$ cat config.mk
export PLATFORM = sky130hd
export DESIGN_NAME = ecc_mac_scheduler
export DESIGN_NICKNAME = d
export VERILOG_FILES = /design/src/rtl/ecc_mac_pkg.sv /design/src/rtl/gf2_tag_engine.sv /design/src/rtl/ecc_mac_scheduler.sv
export SDC_FILE = /design/constraint.sdc
export NUM_CORES = 1
export LEC_CHECK = 0
export CAP_MARGIN = 20
export CELL_PAD_IN_SITES_DETAIL_PLACEMENT = 0
export CELL_PAD_IN_SITES_GLOBAL_PLACEMENT = 1
export CORE_ASPECT_RATIO = 1.75
export CORE_MARGIN = 2
export CORE_UTILIZATION = 33
export DETAILED_ROUTE_END_ITERATION = 10
export PLACE_DENSITY_LB_ADDON = 0.12
export SYNTH_ARGS = -nofsm -noshare
export SYNTH_HDL_FRONTEND = slang
export SYNTH_SLANG_ARGS = --single-unit
$ cat constraint.sdc
create_clock -name clk -period 5 [get_ports clk]
set_input_delay 1 -clock clk [delete_from_list [all_inputs] [get_ports clk]]
set_output_delay 1 -clock clk [all_outputs]
set_load 0.01 [all_outputs]
$ cat src/rtl/ecc_mac_pkg.sv
// ecc_mac_pkg: shared types, defaults and the round-robin pick function for
// the ECC/MAC tag scheduler.
//   state_t  : scheduler FSM encoding (S_IDLE, S_RUN, S_RESP)
//   DEF_N    : default requester count
//   DEF_W    : default operand width / serial run length
//   MAX_N    : largest requester count rr_pick supports
//   rr_pick  : first set bit of req searching upward from (ptr+1) mod n, wrapping
package ecc_mac_pkg;

  localparam int DEF_N = 4;
  localparam int DEF_W = 32;
  localparam int MAX_N = 8;

  typedef enum logic [1:0] {
    S_IDLE = 2'd0,
    S_RUN  = 2'd1,
    S_RESP = 2'd2
  } state_t;

  // Returns 0 when req is empty; callers qualify the result with |req.
  function automatic logic [2:0] rr_pick(input logic [MAX_N-1:0] req,
                                         input logic [2:0]       ptr,
                                         input int               n);
    logic [2:0] pick;
    logic [2:0] cand;
    logic       found;
    pick  = '0;
    cand  = '0;
    found = 1'b0;
    for (int k = 1; k <= MAX_N; k++) begin
      if (k <= n) begin
        cand = 3'((int'(ptr) + k) % n);
        if (!found && req[cand]) begin
          found = 1'b1;
          pick  = cand;
        end
      end
    end
    return pick;
  endfunction

endpackage

$ cat src/rtl/gf2_tag_engine.sv
// gf2_tag_engine: bit-serial GF(2) tag datapath. One operand bit per cycle,
// LSB first: acc_next = acc ^ (x[i] & r[i]); y[i] = acc_next.
// Ports:
//   clk, reset : rising-edge clock, synchronous active-high reset
//   i_start    : load i_x / i_r, clear y and acc, begin a W-cycle run
//   i_x, i_r   : operands, sampled only on i_start
//   o_y        : result; final once the run has finished
//   o_done     : high during the last run cycle (bit W-1 being processed)
module gf2_tag_engine #(
  parameter int W  = 32,
  parameter int CW = $clog2(W) + 1
) (
  input  logic         clk,
  input  logic         reset,
  input  logic         i_start,
  input  logic [W-1:0] i_x,
  input  logic [W-1:0] i_r,
  output logic [W-1:0] o_y,
  output logic         o_done
);

  localparam logic [CW-1:0] LAST_IDX = CW'(W - 1);

  logic [W-1:0]  r_x;
  logic [W-1:0]  r_r;
  logic [W-1:0]  r_y;
  logic          r_acc;
  logic [CW-1:0] r_i;
  logic          r_run;
  logic          w_acc_next;

  // Operands shift right so bit i is always at position 0; the result shifts
  // in from the top so that after W steps bit i lands at position i.
  assign w_acc_next = r_acc ^ (r_x[0] & r_r[0]);
  assign o_done     = r_run && (r_i == LAST_IDX);
  assign o_y        = r_y;

  always_ff @(posedge clk) begin
    if (reset) begin
      r_x   <= '0;
      r_r   <= '0;
      r_y   <= '0;
      r_acc <= 1'b0;
      r_i   <= '0;
      r_run <= 1'b0;
    end else if (i_start) begin
      r_x   <= i_x;
      r_r   <= i_r;
      r_y   <= '0;
      r_acc <= 1'b0;
      r_i   <= '0;
      r_run <= 1'b1;
    end else if (r_run) begin
      r_x   <= r_x >> 1;
      r_r   <= r_r >> 1;
      r_acc <= w_acc_next;
      r_y   <= {w_acc_next, r_y[W-1:1]};
      r_i   <= r_i + CW'(1);
      if (o_done) begin
        r_run <= 1'b0;
      end
    end
  end

endmodule

$ cat src/rtl/ecc_mac_scheduler.sv
// ecc_mac_scheduler: shares one bit-serial GF(2) tag engine between N
// requesters. Round-robin grant, operand capture, W-cycle serial run, result
// returned with the owning requester id. Exactly one job in flight.
// Optional feature macro: SCHED_PERF_EN adds grant_cnt / stall_cnt counters.
// Ports:
//   clk, reset   : rising-edge clock, synchronous active-high reset
//   req_valid[N] : per-requester request, operands held stable until granted
//   req_ready[N] : one-hot capture strobe, combinational, only in IDLE
//   req_x/req_r  : N*W packed operands, requester k at [k*W +: W]
//   rsp_valid    : result held until rsp_ready
//   rsp_ready    : consumer accepts result
//   rsp_id       : requester that owns rsp_y
//   rsp_y        : result tag
//   busy         : high in RUN or RESP
//   grant_cnt    : (SCHED_PERF_EN) 16-bit saturating grant count per requester
//   stall_cnt    : (SCHED_PERF_EN) saturating count of RESP cycles with rsp_ready=0
//   o_dbg_state  : current FSM state
// Handshakes: a transfer happens on a rising edge where valid and ready are
// both high. A valid source keeps its payload stable until that edge; ready
// never waits for a future edge. Requesters may withdraw valid before grant.
module ecc_mac_scheduler
  import ecc_mac_pkg::*;
#(
  parameter int N  = DEF_N,
  parameter int W  = DEF_W,
  parameter int IW = $clog2(N)
) (
  input  logic            clk,
  input  logic            reset,
  input  logic [N-1:0]    req_valid,
  output logic [N-1:0]    req_ready,
  input  logic [N*W-1:0]  req_x,
  input  logic [N*W-1:0]  req_r,
  output logic            rsp_valid,
  input  logic            rsp_ready,
  output logic [IW-1:0]   rsp_id,
  output logic [W-1:0]    rsp_y,
  output logic            busy,
`ifdef SCHED_PERF_EN
  output logic [N*16-1:0] grant_cnt,
  output logic [15:0]     stall_cnt,
`endif
  output state_t          o_dbg_state
);

  state_t          r_state;
  state_t          w_state_next;
  logic [IW-1:0]   r_ptr;
  logic [IW-1:0]   r_id;
  logic [IW-1:0]   w_gidx;
  logic [W-1:0]    w_sel_x;
  logic [W-1:0]    w_sel_r;
  logic            w_start;
  logic            w_done;
  logic [W-1:0]    w_y;

  assign w_gidx  = IW'(rr_pick(MAX_N'(req_valid), 3'(r_ptr), N));
  assign w_sel_x = req_x[w_gidx*W +: W];
  assign w_sel_r = req_r[w_gidx*W +: W];

  // Reset gates the grant so no requester sees a capture that never happens.
  always_comb begin
    w_state_next = r_state;
    req_ready    = '0;
    w_start      = 1'b0;
    case (r_state)
      S_IDLE: begin
        if (!reset && (|req_valid)) begin
          req_ready    = N'(1) << w_gidx;
          w_start      = 1'b1;
          w_state_next = S_RUN;
        end
      end
      S_RUN: begin
        if (w_done) begin
          w_state_next = S_RESP;
        end
      end
      S_RESP: begin
        if (rsp_ready) begin
          w_state_next = S_IDLE;
        end
      end
      default: begin
        w_state_next = S_IDLE;
      end
    endcase
  end

  always_ff @(posedge clk) begin
    if (reset) begin
      r_state <= S_IDLE;
      r_ptr   <= IW'(N - 1);
      r_id    <= '0;
    end else begin
      r_state <= w_state_next;
      if (w_start) begin
        r_ptr <= w_gidx;
        r_id  <= w_gidx;
      end
    end
  end

  gf2_tag_engine #(.W(W)) u_engine (
    .clk     (clk),
    .reset   (reset),
    .i_start (w_start),
    .i_x     (w_sel_x),
    .i_r     (w_sel_r),
    .o_y     (w_y),
    .o_done  (w_done)
  );

  // The engine is idle outside RUN, so its result register is the response
  // register: stable through RESP and cleared at every capture.
  assign rsp_valid   = (r_state == S_RESP);
  assign rsp_id      = r_id;
  assign rsp_y       = w_y;
  assign busy        = (r_state != S_IDLE);
  assign o_dbg_state = r_state;

`ifdef SCHED_PERF_EN
  logic [N*16-1:0] r_grant_cnt;
  logic [15:0]     r_stall_cnt;

  always_ff @(posedge clk) begin
    if (reset) begin
      r_grant_cnt <= '0;
      r_stall_cnt <= '0;
    end else begin
      for (int k = 0; k < N; k++) begin
        if (req_ready[k] && (r_grant_cnt[k*16 +: 16] != 16'hFFFF)) begin
          r_grant_cnt[k*16 +: 16] <= r_grant_cnt[k*16 +: 16] + 16'd1;
        end
      end
      if ((r_state == S_RESP) && !rsp_ready && (r_stall_cnt != 16'hFFFF)) begin
        r_stall_cnt <= r_stall_cnt + 16'd1;
      end
    end
  end

  assign grant_cnt = r_grant_cnt;
  assign stall_cnt = r_stall_cnt;
`endif

endmodule
==> qor.yml, run 1 <==
clock_tree:
  cts_sinks: 109
  clockBufferDepth: 2
  clockRootBuffer: "clkbuf_16"
  worst_skew_pair.late_latency_ps: 360
  numCtsBuffers: 9
  cts_setup_buffers: 0
  cts.clk_slew.worst_paths_ps: 70
  cts_tree: "done"
  cts_hold_buf: 0
  post_cts_resize_count: 0
  h-tree-depth: 3
synth:
  ys_seq_area_frac: 0.303
  synth_nets: 1180
  synth_top_area_cell: "dfxtp_1"
  ys_async_sr_fraction: 0
  ys_warn_count: 0
  synthFlopType: "dfxtp_1"
  yosysMostFrequentCell: "nor2_1"
  syn-instance-count: 916
  synth_area_leaders: "dfxtp_1, mux2i_1, and4_1"
  avgSynthCellArea_sq_um: 7.85
  synth-seq-cells: 109
  synth-edff-count: 0
  synth_cell_types: 35
  synth_top_area_frac: 0.303
  synth_area_sq_um: 7190
  synth_common_cells: "nor2_1, dfxtp_1, mux2i_1, clkbuf_1"
timing:
  finalHoldViolCount: 0
  timing.final.crit_share: 0.854
  clock.fmax_mhz: 234
  holdWs_ps: 476
  tns_ps: 0
  fin_crit_ps: 4270
  rsz0062_at_grt: "no"
  slew_violations: 0
  relSlewSlack: 0.425
  finalSetupViolations: 0
  tightest_slew_ps: 863
  fin_skew_ps: 8.01
detailed_routing:
  drt-vias-per-instance: 5.32
  drc: 0
  wirelength_met1_um: 11000
  routed.top_layer: "met4"
  drtAntennaViolNets: 0
  dr.pass1.iters: 5
  wl_per_cell_um: 18.6
  wl_met3_um: 1360
  wl_met2_um: 13800
  via_count: 7696
  drt-initial-drc-count: 390
  drt_wl_total_um: 26900
global_route:
  track_usage: 0.224
  grt_max_degree: 91
  antenna_found_initial: 1
  grt_pass1_wl_um: 39900
  grt_overflow: 0
  grt_pass1_vias: 7385
cells_and_area:
  nets: 1411
  n_fill_cell: 2164
  area_delta_synth_final_pct: 47.7
  fin_area_sq_um: 10600
  drive_above_1_share: 0.0356
run:
  maxCapViolCount: 0
placed_design:
  place_area_sq_um: 10300
  place.gp.congestion: 0.779
  port_buffers: 304
  dp_hpwl_um: 18500
setup_path:
  crit_arrival_ps: 3270
  crit_slowest_cell: "or4_4"
  reg2reg_slack_ps: 2540
  crit_chain: "clkdlybuf4s50_1, or4_4, nand2_1, nor2_1, nand2_1, nor2_1, clkdlybuf4s50_1"
  worstPathMaxFanout: 6
  critPathRequiredTime_ps: 4000
  slowest_delay_ps: 600
  path_class: "primary input to output port"
  end_kind: "output port"
  start_kind: "primary input"
power_and_ir_drop:
  leakage_uw: 0.00413
  p_comb_frac: 0.296
  power_density_nw_per_um2: 228
  ir_drop_mv: 0.213
  switchingPower_uw: 717
  p_int_uw: 1710
  seq_power_share: 0.410
  clockPowerShare: 0.294
  p_sw_frac: 0.296
floorplan:
  core_area_sq_um: 21400
  rows: 71
  start_util: 0.336
  io_pins: 305
  dieWidth_um: 116
  dieHeight_um: 199
  die-area_sq_um: 23000
min_path:
  hold_path.class: "register to register"
run_status:
  status: "complete, no violations"
-- state kept, by name, summed over array words and instances (netlist names) --
signal / flops
o_dbg_state: 2
r_ptr: 2
rsp_id: 2
u_engine.o_y: 31
u_engine.r_acc: 1
u_engine.r_i: 6
u_engine.r_r: 32
u_engine.r_run: 1
u_engine.r_x: 32
-- cell families (layout without fill, tap and decap cells) --
family,count (synthesis),after routing,share of synthesized area
DFF,109,109,0.303
adders and majority gates,1,1,0.00174
buffers and inverters,165,401,0.0943
and+or+nand+nor,333,333,0.281
xor gates and xnor gates,6,6,0.00731
AOI/OAI and AO/OA,206,206,0.178
muxes,96,96,0.134
other,0,2,0
-- final timing paths --
check,end,cells past startpoint,from
worst min register to register,rsp_id[1]$_SDFFE_PP0P_,2,rsp_id[1]$_SDFFE_PP0P_
worst max register to register,u_engine.r_r[12]$_SDFFE_PP0P_,6,r_ptr[0]$_SDFFE_PP1P_
worst min-delay path,rsp_id[1]$_SDFFE_PP0P_,2,rsp_id[1]$_SDFFE_PP0P_
worst max-delay path,req_ready[2],7,req_valid[3]
-- power by group through the flow --
stage	registers (uW)	clock network, uW	logic (uW)
floorplan	994	0	417
global placement	1010	0	718
detailed placement	1010	0	723
CTS	993	734	728
global route	1000	767	788
finish	993	712	717
-- final cells by class --
cell class | instances | area, sq um | area share
clock inverter | 3 | 20.0 | 0.00188
multi-input combinational | 642 | 4380 | 0.413
inverter | 65 | 244 | 0.0230
clock buffer | 13 | 260 | 0.0245
tap | 292 | 365 | 0.0344
antenna | 2 | 5.00 | 0.000471
timing repair buffer | 320 | 3160 | 0.297
sequential | 109 | 2190 | 0.206
-- placed cells by master (no fill, tap or decap), drive strengths merged, types with 3 or more instances in the layout --
master | synthesis | routed
nand2b | 3 | 3
dfxtp | 109 | 109
nand3b | 3 | 3
clkbuf | 83 | 13
nand2 | 7 | 7
nand3 | 3 | 3
nor2 | 115 | 115
or4 | 63 | 63
xor2 | 4 | 4
a21oi | 4 | 4
inv | 65 | 65
nor2b | 65 | 65
a31oi | 64 | 64
o211ai | 64 | 64
nand4 | 3 | 3
and4 | 64 | 64
mux2i | 96 | 96
buf | 17 | 17
clkdlybuf4s50 | 0 | 303
o21ai | 70 | 70
nor3 | 3 | 3
-- per-layer routing --
metal | GRT usage | vias to the layer above
li1 | - | 3796
met1 | 0.260 | 3638
met2 | 0.401 | 228
met3 | 0.0391 | 34
met4 | 0.0857 | 0
met5 | 0 | -
-- critical path: cells and delay by family --
family	cells	cell delay [ps]
buffers and inverters	2	1060
AND/OR/NAND/NOR	5	1210
-- stage by stage --
step | power, uW | std cells | worst slack [ps] | util
4_1_cts | 2450 | 1444 | 685 | 0.496
5_1_grt | 2560 | 1445 | 612 | 0.496
6_report | 2420 | 1446 | 728 | 0.496
3_5_place_dp | 1740 | 1428 | 692 | 0.483
3_3_place_gp | 1730 | 1428 | 733 | 0.483
2_1_floorplan | 1410 | 916 | 1640 | -
Note: power is estimated with default switching activity, not from simulation.
==> run 2, diff against run 1 <==
--- a/config.mk
+++ b/config.mk
@@ -8,7 +8,7 @@
 export CAP_MARGIN = 20
 export CELL_PAD_IN_SITES_DETAIL_PLACEMENT = 0
 export CELL_PAD_IN_SITES_GLOBAL_PLACEMENT = 1
-export CORE_ASPECT_RATIO = 1.75
+export CORE_ASPECT_RATIO = 0.9
 export CORE_MARGIN = 2
 export CORE_UTILIZATION = 33
 export DETAILED_ROUTE_END_ITERATION = 10
==> qor.yml, run 2 (same netlist as run 1, synthesis figures left out) <==
run:
  maxCapViolCount: 0
clock_tree:
  post_cts_resize_count: 0
  worst_skew_pair.late_latency_ps: 360
  clockBufferDepth: 2
  cts_sinks: 109
  cts.clk_slew.worst_paths_ps: 80
  numCtsBuffers: 9
  h-tree-depth: 3
  cts_tree: "done"
  cts_setup_buffers: 0
  cts_hold_buf: 0
  clockRootBuffer: "clkbuf_16"
power_and_ir_drop:
  switchingPower_uw: 758
  seq_power_share: 0.406
  clockPowerShare: 0.305
  p_comb_frac: 0.289
  power_density_nw_per_um2: 231
  p_sw_frac: 0.308
  p_int_uw: 1700
  ir_drop_mv: 0.171
  leakage_uw: 0.00415
setup_path:
  end_kind: "output port"
  start_kind: "primary input"
  slowest_delay_ps: 610
  crit_slowest_cell: "or4_4"
  path_delay_family: "simple AND/OR/NAND/NOR gates"
  crit_arrival_ps: 3200
  critPathRequiredTime_ps: 4000
  path_class: "primary input to output port"
  crit_chain: "clkdlybuf4s50_1, or4_4, nand2_1, nor2_1, nand2_1, nor2_1, clkdlybuf4s50_1"
  path_buf_inv: 2
  worstPathMaxFanout: 6
floorplan:
  dieWidth_um: 160
  dieHeight_um: 144
  core_area_sq_um: 21500
  io_pins: 305
  start_util: 0.334
  rows: 51
  die-area_sq_um: 23000
cells_and_area:
  area_delta_synth_final_pct: 48.0
  ff_latch_area_sq_um: 2190
  finish.utilization: 0.495
  n_fill_cell: 2190
  final_common_cell: "clkdlybuf4s50_1"
  layout_common_cells: "clkdlybuf4s50_1, nor2_1, dfxtp_1"
  multi_input_area_sq_um: 4380
  drive_above_1_share: 0.0365
  nets: 1410
global_route:
  track_usage: 0.208
  grt_max_degree: 89
  grt_overflow: 0
  grt_pass1_vias: 6775
  grt_pass1_wl_um: 38300
  antenna_found_initial: 0
detailed_routing:
  dr.pass1.iters: 4
  wl_per_cell_um: 17.1
  drt-vias-per-instance: 5.15
  drt_wl_total_um: 24600
  drtAntennaViolNets: 0
  drc: 0
  drt-initial-drc-count: 315
  via_count: 7436
run_status:
  status: "complete, no violations"
timing:
  tns_ps: 0
  tightest_slew_ps: 933
  rsz0062_at_grt: "no"
  fin_crit_ps: 4200
  fin_skew_ps: 13.9
  timing.final.crit_share: 0.840
  relSlewSlack: 0.378
  finalSetupViolations: 0
  slew_violations: 0
  finalHoldViolCount: 0
  clock.fmax_mhz: 238
placed_design:
  place.gp.congestion: 0.718
  port_buffers: 304
  dp_hpwl_um: 16700
min_path:
  hold_path.class: "register to register"
==> run 2: through the flow <==
stage / std cells / worst slack [ps] / hold slack (ps) / power [uW] / area (sq um)
floorplan: 916 / 1640 / 481 / 1410 / 7190
global placement: 1426 / 817 / 457 / 1730 / 10300
detailed placement: 1426 / 806 / 455 / 1730 / 10300
CTS: 1442 / 795 / 471 / 2500 / 10600
global route: 1442 / 659 / 524 / 2600 / 10600
finish: 1443 / 799 / 473 / 2460 / 10600
==> run 2: worst reg2reg max path, delay by kind of cell (launching register included) <==
family	cells	cell delay [ps]
buffers and inverters	1	830
AND/OR/NAND/NOR	2	670
flip-flops	1	830
AO/OA/AOI/OAI	1	100
==> run 2: cell type report <==
cell class,count,area share
multi-input cells,642,0.412
inverters,65,0.0229
well taps,291,0.0342
flip-flops and latches,109,0.205
clock inverters,7,0.00835
clock buffers,9,0.0212
diodes,1,0.000235
repair buffers,319,0.296
==> run 2: worst paths after layout <==
kind / start / endpoint / slack [ps] / cells past startpoint
worst min register to register: rsp_id[1]$_SDFFE_PP0P_ / rsp_id[1]$_SDFFE_PP0P_ / 470 / 2
worst min-delay path: rsp_id[1]$_SDFFE_PP0P_ / rsp_id[1]$_SDFFE_PP0P_ / 470 / 2
worst max-delay path: req_valid[3] / req_ready[3] / 800 / 7
worst max register to register: u_engine.r_run$_SDFF_PP0_ / u_engine.r_r[27]$_SDFFE_PP0P_ / 2500 / 4
==> run 2: power groups by stage <==
stage	Clock (uW)	Combinational, uW	Sequential [uW]
after floorplan	0	417	994
after global placement	0	712	1020
after detailed placement	0	715	1020
after CTS	780	719	998
after global routing	808	783	1010
final	751	710	998
==> run 2: routing by layer <==
metal	part of all wire	global-route usage
met4	0.012	0.0522
met1	0.48	0.286
met5	0	0
met2	0.45	0.332
met3	0.057	0.0467
==> run 3, diff against run 2 <==
--- a/config.mk
+++ b/config.mk
@@ -10,7 +10,7 @@
 export CELL_PAD_IN_SITES_GLOBAL_PLACEMENT = 1
 export CORE_ASPECT_RATIO = 0.9
 export CORE_MARGIN = 2
-export CORE_UTILIZATION = 33
+export CORE_UTILIZATION = 30
 export DETAILED_ROUTE_END_ITERATION = 10
 export PLACE_DENSITY_LB_ADDON = 0.12
 export SYNTH_ARGS = -nofsm -noshare
==> constraint.sdc (replaced) <==
create_clock -name clk -period 4 [get_ports clk]
set_input_delay 0.8 -clock clk [delete_from_list [all_inputs] [get_ports clk]]
set_output_delay 0.8 -clock clk [all_outputs]
set_load 0.01 [all_outputs]
==> qor.yml, run 3 (same netlist as run 1, synthesis figures left out) <==
run_status:
  violations: "design-rule violations"
  status: "finished with violations"
setup_path:
  start_kind: "primary input"
  crit_end: "req_ready[3]"
  crit_slowest_cell: "clkdlybuf4s50_1"
  path_delay_family: "buffers and inverters"
  critPathRequiredTime_ps: 3200
  crit_cells: 7
  path_buf_inv: 2
  timing.rr.end: "u_engine.r_r[16]$_SDFFE_PP0P_"
  path_class: "primary input to output port"
  worstPathMaxFanout: 5
  rr_worst_depth: 4
  crit_path_frequent_cell: "nor2_1"
  reg2reg_slack_ps: 1960
  slowest_delay_ps: 590
  rr_startpoint: "u_engine.r_run$_SDFF_PP0_"
  crit_arrival_ps: 2870
  crit_chain: "clkdlybuf4s50_1, nor2b_1, nor2_1, nor2_1, nand2_1, nor2_1, clkdlybuf4s50_1"
  cp-startpoint: "req_valid[3]"
  end_kind: "output port"
timing:
  tns_ps: 0
  finalHoldViolCount: 0
  relSlewSlack: 0.531
  fin_ws_ps: 326
  timing.final.crit_share: 0.918
  slew_violations: 0
  fin_skew_ps: 8.84
  clock.fmax_mhz: 272
  fin_crit_ps: 3670
  rsz0062_at_grt: "no"
  finalSetupViolations: 0
  tightest_slew_ps: 704
power_and_ir_drop:
  switchingPower_uw: 960
  p_comb_frac: 0.289
  leakage_uw: 0.00419
  seq_power_share: 0.401
  ir_drop_mv: 0.219
  power_density_nw_per_um2: 289
  clockPowerShare: 0.310
  p_sw_frac: 0.310
  p_int_uw: 2140
min_path:
  hold_depth: 2
  hold_path.class: "register to register"
floorplan:
  start_util: 0.306
  rows: 53
  dieWidth_um: 167
  io_pins: 305
  dieHeight_um: 151
  core_area_sq_um: 23500
  die-area_sq_um: 25200
detailed_routing:
  wl_met3_um: 1490
  drtAntennaViolNets: 0
  dr.pass1.iters: 8
  drc: 19
  drt_wl_total_um: 25400
  drt-vias-per-instance: 5.11
  via_count: 7462
  routed.top_layer: "met4"
  wirelength_met1_um: 12100
  wl_per_cell_um: 17.4
  drt-initial-drc-count: 323
  wl_met2_um: 11500
clock_tree:
  cts_tree: "done"
  post_cts_resize_count: 0
  numCtsBuffers: 9
  cts_setup_buffers: 0
  cts.clk_slew.worst_paths_ps: 80
  cts_sinks: 109
  worst_skew_pair.late_latency_ps: 360
  clockRootBuffer: "clkbuf_16"
  cts_hold_buf: 0
  clockBufferDepth: 2
  h-tree-depth: 3
placed_design:
  place.gp.congestion: 0.745
  dp_slack_ps: 324
  dp_hpwl_um: 17700
  port_buffers: 304
global_route:
  grt_overflow: 0
  grt_pass1_wl_um: 40100
  track_usage: 0.198
  antenna_found_initial: 1
  grt_pass1_vias: 7172
  grt_max_degree: 77
run:
  maxCapViolCount: 0
cells_and_area:
  area_delta_synth_final_pct: 49.0
  layout_common_cells: "clkdlybuf4s50_1, nor2_1, dfxtp_1"
  nets: 1417
  final_common_cell: "clkdlybuf4s50_1"
  drive_above_1_share: 0.0423
==> run 3: final cells by class <==
type	count	area [sq um]
diodes	1	2.50
well taps	302	378
fillers	2435	12800
inverters	65	244
multi-input cells	642	4380
clock buffers	9	225
repair buffers	326	3200
flip-flops and latches	109	2190
clock inverters	7	91.3
==> run 3: worst min-delay path by stage <==
stage / from / to
floorplan: rsp_id[1]$_SDFFE_PP0P_ / rsp_id[1]$_SDFFE_PP0P_
global placement: rsp_id[1]$_SDFFE_PP0P_ / rsp_id[1]$_SDFFE_PP0P_
detailed placement: rsp_id[1]$_SDFFE_PP0P_ / rsp_id[1]$_SDFFE_PP0P_
CTS: rsp_id[1]$_SDFFE_PP0P_ / rsp_id[1]$_SDFFE_PP0P_
global route: rsp_id[1]$_SDFFE_PP0P_ / rsp_id[1]$_SDFFE_PP0P_
finish: rsp_id[1]$_SDFFE_PP0P_ / rsp_id[1]$_SDFFE_PP0P_
==> run 3: routing by layer <==
| layer | vias up | global-route usage |
|---|---|---|
| met1 | 3454 | 0.275 |
| met4 | 0 | 0.0443 |
| li1 | 3815 | - |
| met3 | 16 | 0.0429 |
| met5 | - | 0 |
| met2 | 177 | 0.316 |
==> run 3: power by group through the flow <==
| stage | Sequential [uW] | Clock (uW) | Combinational [uW] |
|---|---|---|---|
| after floorplan | 1240 | 0 | 522 |
| after global placement | 1270 | 0 | 900 |
| after detailed placement | 1270 | 0 | 903 |
| after CTS | 1250 | 1000 | 909 |
| after global routing | 1260 | 1040 | 996 |
| final | 1250 | 961 | 896 |
==> run 3: worst register-to-register path: stages (launching register included) <==
cell and delay [ps]:
dfxtp_4 790, buf_4 510, nor2_1 80, or4_1 480, o211ai_1 100
==> run 3: per-stage QoR <==
step	total power, uW	hold slack, ps	util	instances	cell area [sq um]
5_1_grt	3290	489	0.456	1461	10700
3_5_place_dp	2170	450	0.443	1444	10400
3_3_place_gp	2170	448	0.443	1444	10400
6_report	3100	458	0.456	1461	10700
4_1_cts	3160	465	0.456	1460	10700
2_1_floorplan	1760	481	-	916	7190
